[config.mk]
export PLATFORM = sky130hd
export DESIGN_NAME = fetch_queue_flat
export DESIGN_NICKNAME = d
export VERILOG_FILES = /design/src/rtl/fetch_queue_if.sv /design/src/rtl/fetch_queue.sv /design/src/flat_wrapper.sv
export SDC_FILE = /design/constraint.sdc
export NUM_CORES = 1
export LEC_CHECK = 0
export CORE_MARGIN = 10
export CORE_UTILIZATION = 53
export CTS_BUF_LIST = sky130_fd_sc_hd__clkbuf_16
export CTS_CLUSTER_SIZE = 20
export DETAILED_ROUTE_END_ITERATION = 16
export PLACE_DENSITY_LB_ADDON = 0.05
export SYNTH_ARGS = -nofsm -noshare
export SYNTH_HDL_FRONTEND = slang
export SYNTH_SLANG_ARGS = --single-unit
[constraint.sdc]
create_clock -name clk -period 5.7 [get_ports clk]
set_input_delay 1.71 -clock clk [delete_from_list [all_inputs] [get_ports clk]]
set_output_delay 1.71 -clock clk [all_outputs]
set_load 0.01 [all_outputs]
[src/rtl/fetch_queue_if.sv]
// Fetch-stage bundle: instruction-memory port, branch redirect, and decode-side valid/ready head.
// master = fetch_queue side, slave = memory/decode/branch side.
interface fetch_queue_if #(
    parameter int ADDR_W  = 64,
    parameter int INSTR_W = 32,
    parameter int CNT_W   = 3
);
    logic [ADDR_W-1:0]  imem_addr;
    logic               imem_req;
    logic [INSTR_W-1:0] imem_instr;
    logic               redirect_valid;
    logic [ADDR_W-1:0]  redirect_target;
    logic               out_valid;
    logic               out_ready;
    logic [INSTR_W-1:0] out_instr;
    logic [ADDR_W-1:0]  out_pc;
    logic [CNT_W-1:0]   count;

    modport master (
        output imem_addr, imem_req, out_valid, out_instr, out_pc, count,
        input  imem_instr, redirect_valid, redirect_target, out_ready
    );

    modport slave (
        input  imem_addr, imem_req, out_valid, out_instr, out_pc, count,
        output imem_instr, redirect_valid, redirect_target, out_ready
    );
endinterface

[src/rtl/fetch_queue.sv]
// PC owner plus DEPTH-entry {pc, instr} FIFO feeding decode; a fetch is visible to decode after its edge.
// Backpressure: fetch stalls when full unless the head pops that cycle; redirect flushes and costs 2 cycles.
module fetch_queue #(
    parameter int                ADDR_W   = 64,
    parameter int                INSTR_W  = 32,
    parameter int                DEPTH    = 4,
    parameter logic [ADDR_W-1:0] RESET_PC = '0
) (
    input  logic          clk,
    input  logic          reset,
    fetch_queue_if.master bus
);
    localparam int PTR_W = $clog2(DEPTH);
    localparam int CNT_W = $clog2(DEPTH + 1);
    localparam logic [CNT_W-1:0] FULL = CNT_W'(DEPTH);

    logic [ADDR_W-1:0]  pc;
    logic [ADDR_W-1:0]  pc_mem    [DEPTH];
    logic [INSTR_W-1:0] instr_mem [DEPTH];
    logic [PTR_W-1:0]   rd_ptr;
    logic [PTR_W-1:0]   wr_ptr;
    logic [CNT_W-1:0]   cnt;
    logic               valid;
    logic               pop;
    logic               push;

    assign valid = (cnt != '0);
    assign pop   = valid & bus.out_ready;
    // A pop frees a slot in the same cycle, so a full queue keeps streaming.
    assign push  = !reset & !bus.redirect_valid & ((cnt < FULL) | pop);

    assign bus.imem_addr = pc;
    assign bus.imem_req  = push;
    assign bus.out_valid = valid;
    assign bus.out_pc    = valid ? pc_mem[rd_ptr]    : '0;
    assign bus.out_instr = valid ? instr_mem[rd_ptr] : '0;
    assign bus.count     = cnt;

    always_ff @(posedge clk) begin
        if (reset) begin
            pc     <= RESET_PC;
            rd_ptr <= '0;
            wr_ptr <= '0;
            cnt    <= '0;
        end else if (bus.redirect_valid) begin
            pc     <= {bus.redirect_target[ADDR_W-1:2], 2'b00};
            rd_ptr <= '0;
            wr_ptr <= '0;
            cnt    <= '0;
        end else begin
            if (push) begin
                pc     <= pc + ADDR_W'(4);
                wr_ptr <= wr_ptr + PTR_W'(1);
            end
            if (pop) begin
                rd_ptr <= rd_ptr + PTR_W'(1);
            end
            cnt <= cnt + CNT_W'(push) - CNT_W'(pop);
        end
    end

    // Storage needs no reset: count gates every read.
    always_ff @(posedge clk) begin
        if (push) begin
            pc_mem[wr_ptr]    <= pc;
            instr_mem[wr_ptr] <= bus.imem_instr;
        end
    end
endmodule
[src/flat_wrapper.sv]
// flat-port wrapper written by rule: the top's interface ports become plain ports
module fetch_queue_flat 
#(
    parameter int                ADDR_W   = 64,
    parameter int                INSTR_W  = 32,
    parameter int                DEPTH    = 4,
    parameter logic [ADDR_W-1:0] RESET_PC = '0
)
  (clk, reset, bus_imem_addr, bus_imem_req, bus_out_valid, bus_out_instr, bus_out_pc, bus_count, bus_imem_instr, bus_redirect_valid, bus_redirect_target, bus_out_ready);
  fetch_queue_if #(.ADDR_W(ADDR_W), .INSTR_W(INSTR_W)) bus_i ();
  input  logic clk;
  input  logic reset;
  output wire logic [$bits(bus_i.imem_addr)-1:0] bus_imem_addr;
  output wire logic [$bits(bus_i.imem_req)-1:0] bus_imem_req;
  output wire logic [$bits(bus_i.out_valid)-1:0] bus_out_valid;
  output wire logic [$bits(bus_i.out_instr)-1:0] bus_out_instr;
  output wire logic [$bits(bus_i.out_pc)-1:0] bus_out_pc;
  output wire logic [$bits(bus_i.count)-1:0] bus_count;
  input wire logic [$bits(bus_i.imem_instr)-1:0] bus_imem_instr;
  input wire logic [$bits(bus_i.redirect_valid)-1:0] bus_redirect_valid;
  input wire logic [$bits(bus_i.redirect_target)-1:0] bus_redirect_target;
  input wire logic [$bits(bus_i.out_ready)-1:0] bus_out_ready;
  assign bus_imem_addr = bus_i.imem_addr;
  assign bus_imem_req = bus_i.imem_req;
  assign bus_out_valid = bus_i.out_valid;
  assign bus_out_instr = bus_i.out_instr;
  assign bus_out_pc = bus_i.out_pc;
  assign bus_count = bus_i.count;
  assign bus_i.imem_instr = bus_imem_instr;
  assign bus_i.redirect_valid = bus_redirect_valid;
  assign bus_i.redirect_target = bus_redirect_target;
  assign bus_i.out_ready = bus_out_ready;
  fetch_queue #(.ADDR_W(ADDR_W), .INSTR_W(INSTR_W), .DEPTH(DEPTH), .RESET_PC(RESET_PC)) u_core (.clk(clk), .reset(reset), .bus(bus_i));
endmodule
==> impl_results.html <==
<table>
<tr><th>Metric</th><th>Value</th></tr>
<tr><th colspan="2">STA</th></tr>
<tr><td>Maximum clock frequency</td><td>0.206 GHz</td></tr>
<tr><td>Number of pins with negative max-slew slack in the final report</td><td>0</td></tr>
<tr><td>Slew at the pin closest to its max-slew limit</td><td>1.01 ns</td></tr>
<tr><td>Worst Hold Slack</td><td>0.508 ns</td></tr>
<tr><td>Final sum of negative setup slack</td><td>0 ns</td></tr>
<tr><td>Setup clock skew after layout</td><td>0.0169 ns</td></tr>
<tr><td>Min Tclk post-route</td><td>4.86 ns</td></tr>
<tr><td>Period utilization</td><td>85.3%</td></tr>
<tr><td>Normalized max-slew margin</td><td>32.6%</td></tr>
<tr><td>Setup repair after global routing missed its margin</td><td>no</td></tr>
<tr><td>Final Setup Violations</td><td>0</td></tr>
<tr><td>Hold Vio Cnt, Final</td><td>0</td></tr>
<tr><th colspan="2">Worst hold path</th></tr>
<tr><td>Worst Min Path Start</td><td>u_core.wr_ptr[1]</td></tr>
<tr><td>Type of the worst min-delay path</td><td>reg2reg</td></tr>
<tr><td>Hold-critical path depth</td><td>2</td></tr>
<tr><td>Worst Hold Endpoint</td><td>u_core.wr_ptr[1]</td></tr>
<tr><th colspan="2">Critical path</th></tr>
<tr><td>Crit path capture type</td><td>output port</td></tr>
<tr><td>Critical path class</td><td>in2out</td></tr>
<tr><td>Highest net fanout along the worst path</td><td>3</td></tr>
<tr><td>Worst R2R Start</td><td>u_core.bus.count[2]</td></tr>
<tr><td>CP required</td><td>3.99 ns</td></tr>
<tr><td>Capture instance of the worst register-to-register path</td><td>u_core.bus.count[2]</td></tr>
<tr><td>Setup crit start kind</td><td>primary input</td></tr>
<tr><td>CP Data Arrival Time</td><td>3.15 ns</td></tr>
<tr><td>Critical path startpoint</td><td>bus_out_ready</td></tr>
<tr><td>Depth of the worst register-to-register path</td><td>10</td></tr>
<tr><td>Register-to-Register Setup Slack</td><td>2.72 ns</td></tr>
<tr><th colspan="2">Drt</th></tr>
<tr><td>Via count normalized by instance count</td><td>5.94</td></tr>
<tr><td>DR vias</td><td>11337</td></tr>
<tr><td>Initial DRT Pass Iterations</td><td>5</td></tr>
<tr><td>Total Wirelength</td><td>46.5 mm</td></tr>
<tr><td>Residual antenna-violating net count after detailed routing</td><td>0</td></tr>
<tr><td>Average wire length per cell after detail routing</td><td>24.3 um</td></tr>
<tr><td>DR DRC count</td><td>0</td></tr>
<tr><td>Iteration-0 DRC count of the detailed router</td><td>773</td></tr>
<tr><th colspan="2">GRT</th></tr>
<tr><td>Final global-route overflow total</td><td>0</td></tr>
<tr><td>First-pass GRT wire length</td><td>70.4 mm</td></tr>
<tr><td>Overall global routing resource usage</td><td>21.6%</td></tr>
<tr><td>Met2 track demand over resource</td><td>35.6%</td></tr>
<tr><td>Via count of the first global-routing pass</td><td>11440</td></tr>
<tr><td>Met3 routing resource usage after global routing</td><td>3.71%</td></tr>
<tr><td>Number of antenna violations at the first check in global routing</td><td>0</td></tr>
<tr><td>Global routing's busiest layer</td><td>met2</td></tr>
<tr><td>Met1 Track Usage GR</td><td>29.8%</td></tr>
<tr><td>Largest net degree at the start of global routing</td><td>63</td></tr>
<tr><th colspan="2">Synth</th></tr>
<tr><td>Share of synthesized registers carrying an async set or reset</td><td>0%</td></tr>
<tr><td>Count of flip-flops with a built-in enable after synthesis</td><td>376</td></tr>
<tr><td>Flip-flop cell with the highest count after synthesis</td><td>edfxtp_1</td></tr>
<tr><td>Post-synthesis sequential element count</td><td>447</td></tr>
<tr><td>Netlist Area Pre-Place</td><td>18500 um2</td></tr>
<tr><td>Sequential cell area fraction in the yosys report</td><td>68.9%</td></tr>
<tr><td>Post-Synthesis Cells</td><td>1149</td></tr>
<tr><td>Number of warnings reported in the yosys synthesis log</td><td>0</td></tr>
<tr><td>Mean cell area of the mapped netlist</td><td>16.1 um2</td></tr>
<tr><td>Number of different library cells in the post-synthesis netlist</td><td>64</td></tr>
<tr><th colspan="2">Cells and area</th></tr>
<tr><td>Final layout net count</td><td>1525</td></tr>
<tr><td># diodes</td><td>0</td></tr>
<tr><td>Number of filler cells placed in the layout</td><td>2448</td></tr>
<tr><td>Layout area overhead</td><td>25.0%</td></tr>
<tr><td>Final non-filler cell area</td><td>23100 um2</td></tr>
<tr><td>Fraction of layout cells with a size suffix above 1</td><td>14.2%</td></tr>
<tr><th colspan="2">Flow run</th></tr>
<tr><td>Max-cap viol count</td><td>0</td></tr>
<tr><th colspan="2">Placed design</th></tr>
<tr><td>Placed cell area</td><td>21600 um2</td></tr>
<tr><td>Port bufs</td><td>258</td></tr>
<tr><td>Gpl congestion</td><td>0.869</td></tr>
<tr><td>Placed wire-length estimate</td><td>30.1 mm</td></tr>
<tr><th colspan="2">Floorplan</th></tr>
<tr><td>Die footprint</td><td>42700 um2</td></tr>
<tr><td>I/O pins</td><td>265</td></tr>
<tr><td>Y dimension of the die</td><td>207 um</td></tr>
<tr><td>Number of placement rows</td><td>68</td></tr>
<tr><td>Area of the placeable core</td><td>34500 um2</td></tr>
<tr><td>Starting utilization of the core area</td><td>53.6%</td></tr>
<tr><td>Die X</td><td>207 um</td></tr>
<tr><th colspan="2">Power</th></tr>
<tr><td>Worst VDD drop</td><td>0.000271 V</td></tr>
<tr><td>Power per cell area</td><td>312 nW/um2</td></tr>
<tr><td>Leakage power</td><td>7.40 nW</td></tr>
<tr><td>Overall power after layout</td><td>7.19 mW</td></tr>
<tr><th colspan="2">CTS</th></tr>
<tr><td>Clock root cell</td><td>clkbuf_16</td></tr>
<tr><td>Hold_buf cts</td><td>0</td></tr>
<tr><td>Post-cts resize count</td><td>0</td></tr>
<tr><td>H-tree Lvls</td><td>2</td></tr>
<tr><td>Clk pin slew, worst setup/hold paths</td><td>0.06 ns</td></tr>
<tr><td>Number of buffers inserted to repair setup after CTS</td><td>0</td></tr>
<tr><td>Skew-Pair Late Insertion Delay</td><td>0.54 ns</td></tr>
<tr><td>Total CTS buffers</td><td>46</td></tr>
<tr><td>Clock Sink Count</td><td>447</td></tr>
<tr><td>CTS tree</td><td>built</td></tr>
<tr><td>Max clock buf depth</td><td>3</td></tr>
<tr><th colspan="2">Status</th></tr>
<tr><td>Result of the run</td><td>completed</td></tr>
</table>
[how the worst max path moves through the flow]
stage                        endpoint  slack (ns)  depth (start not counted)
6_report                 bus_imem_req        0.84                          5
4_1_cts                  bus_imem_req        0.82                          5
5_1_grt                  bus_imem_req        0.74                          5
2_1_floorplan  u_core.instr_mem[0][0]        0.69                          4
3_5_place_dp             bus_imem_req        0.84                          5
3_3_place_gp             bus_imem_req        0.84                          5
[synthesized netlist by cell type, types with 7 or more instances]
master,count,area share [%]
a211oi_1,17,0.69
a21oi_1,18,0.49
a311oi_1,19,0.90
and2_1,99,3.4
and3_1,15,0.51
buf_1,17,0.35
clkbuf_1,42,0.85
dfxtp_1,71,7.7
edfxtp_1,376,61
ha_1,7,0.47
inv_1,11,0.22
mux4_2,94,11
nand2_1,56,1.1
nand3_1,35,0.95
nand4_1,35,1.2
nor2_1,62,1.3
nor3_1,10,0.27
nor4_1,13,0.44
o21ai_0,11,0.30
o31ai_1,11,0.45
or3_1,16,0.54
or4_1,16,0.65
xnor2_1,8,0.38
xor2_1,16,0.76
[metrics by stage]
stage                     setup slack [ns]  std cells  utilization, %
after global placement               0.839       1824            62.8
final                                0.837       1908            67.0
after floorplan                      0.687       1152               -
after detailed placement             0.838       1824            62.8
after CTS                            0.823       1908            67.0
after global routing                 0.739       1908            67.0
[worst max-delay path, cell delays in order]
cell and delay (ns):
clkdlybuf4s50_1 0.50, nand2b_1 0.14, nand2_1 0.09, inv_2 0.14, clkdlybuf4s50_1 0.56
[kinds of logic after synthesis]
logic type,after synthesis,share of synthesized area (%)
other,1,0.0203
multiplexers,103,12.0
flip-flops,447,68.9
AO/OA/AOI/OAI,103,3.97
adder cells (fa/ha/maj),8,0.583
XOR/XNOR,24,1.14
AND/OR/NAND/NOR,384,11.6
buffers and inverters,79,1.81
[per-layer routing]
layer | up-vias | routed length, um
met4 | 0 | 678
met5 | - | 0
li1 | 5085 | -
met2 | 390 | 23200
met3 | 44 | 3000
met1 | 5818 | 19600
[cell usage in the layout (no fill, tap or decap), drive strengths merged, types with 3 or more instances in the layout]
master / synthesis / layout
edfxtp: 376 / 376
clkdlybuf4s50: 0 / 256
and2: 99 / 99
mux4: 94 / 94
dfxtp: 71 / 71
nor2: 63 / 63
nand2: 56 / 56
clkbuf: 42 / 47
nand3: 36 / 36
nand4: 36 / 36
inv: 13 / 30
buf: 24 / 27
a311oi: 19 / 19
a21oi: 18 / 18
a211oi: 17 / 17
or4: 16 / 16
xor2: 16 / 16
or3: 16 / 16
nor4: 16 / 16
and3: 15 / 15
clkinv: 0 / 14
o21ai: 13 / 13
o31ai: 11 / 11
nor3: 11 / 11
xnor2: 8 / 8
ha: 7 / 7
a31oi: 6 / 6
nor2b: 5 / 5
mux2: 5 / 5
mux2i: 4 / 4
conb: 1 / 4
bufinv: 0 / 4
and4: 3 / 3
o211ai: 3 / 3
or2: 3 / 3
[report_power, final]
part           total (mW)  leakage (nW)  switching [mW]  internal (mW)
sequential           3.74          4.04           0.101           3.64
combinational       0.581          2.58           0.271          0.310
clock                2.86         0.769            1.19           1.67
total                7.19          7.40            1.56           5.63
[flip-flops by register name, summed over array words and instances (netlist names), named ones only]
register	flops
u_core.rd_ptr	2
u_core.wr_ptr	2
u_core.instr_mem	128
u_core.pc_mem	248
u_core.bus.imem_addr	62
u_core.bus.count	3
[final cells by class]
cell class	count	area, um2	area share (%)
clock buffers	47	1180	5.10
clock inverters	37	269	1.17
inverters	13	48.8	0.211
multi-input cells	626	5460	23.6
flip-flops and latches	447	12700	55.1
well taps	455	569	2.47
repair buffers	283	2840	12.3
(Power assumes the default switching activity.)
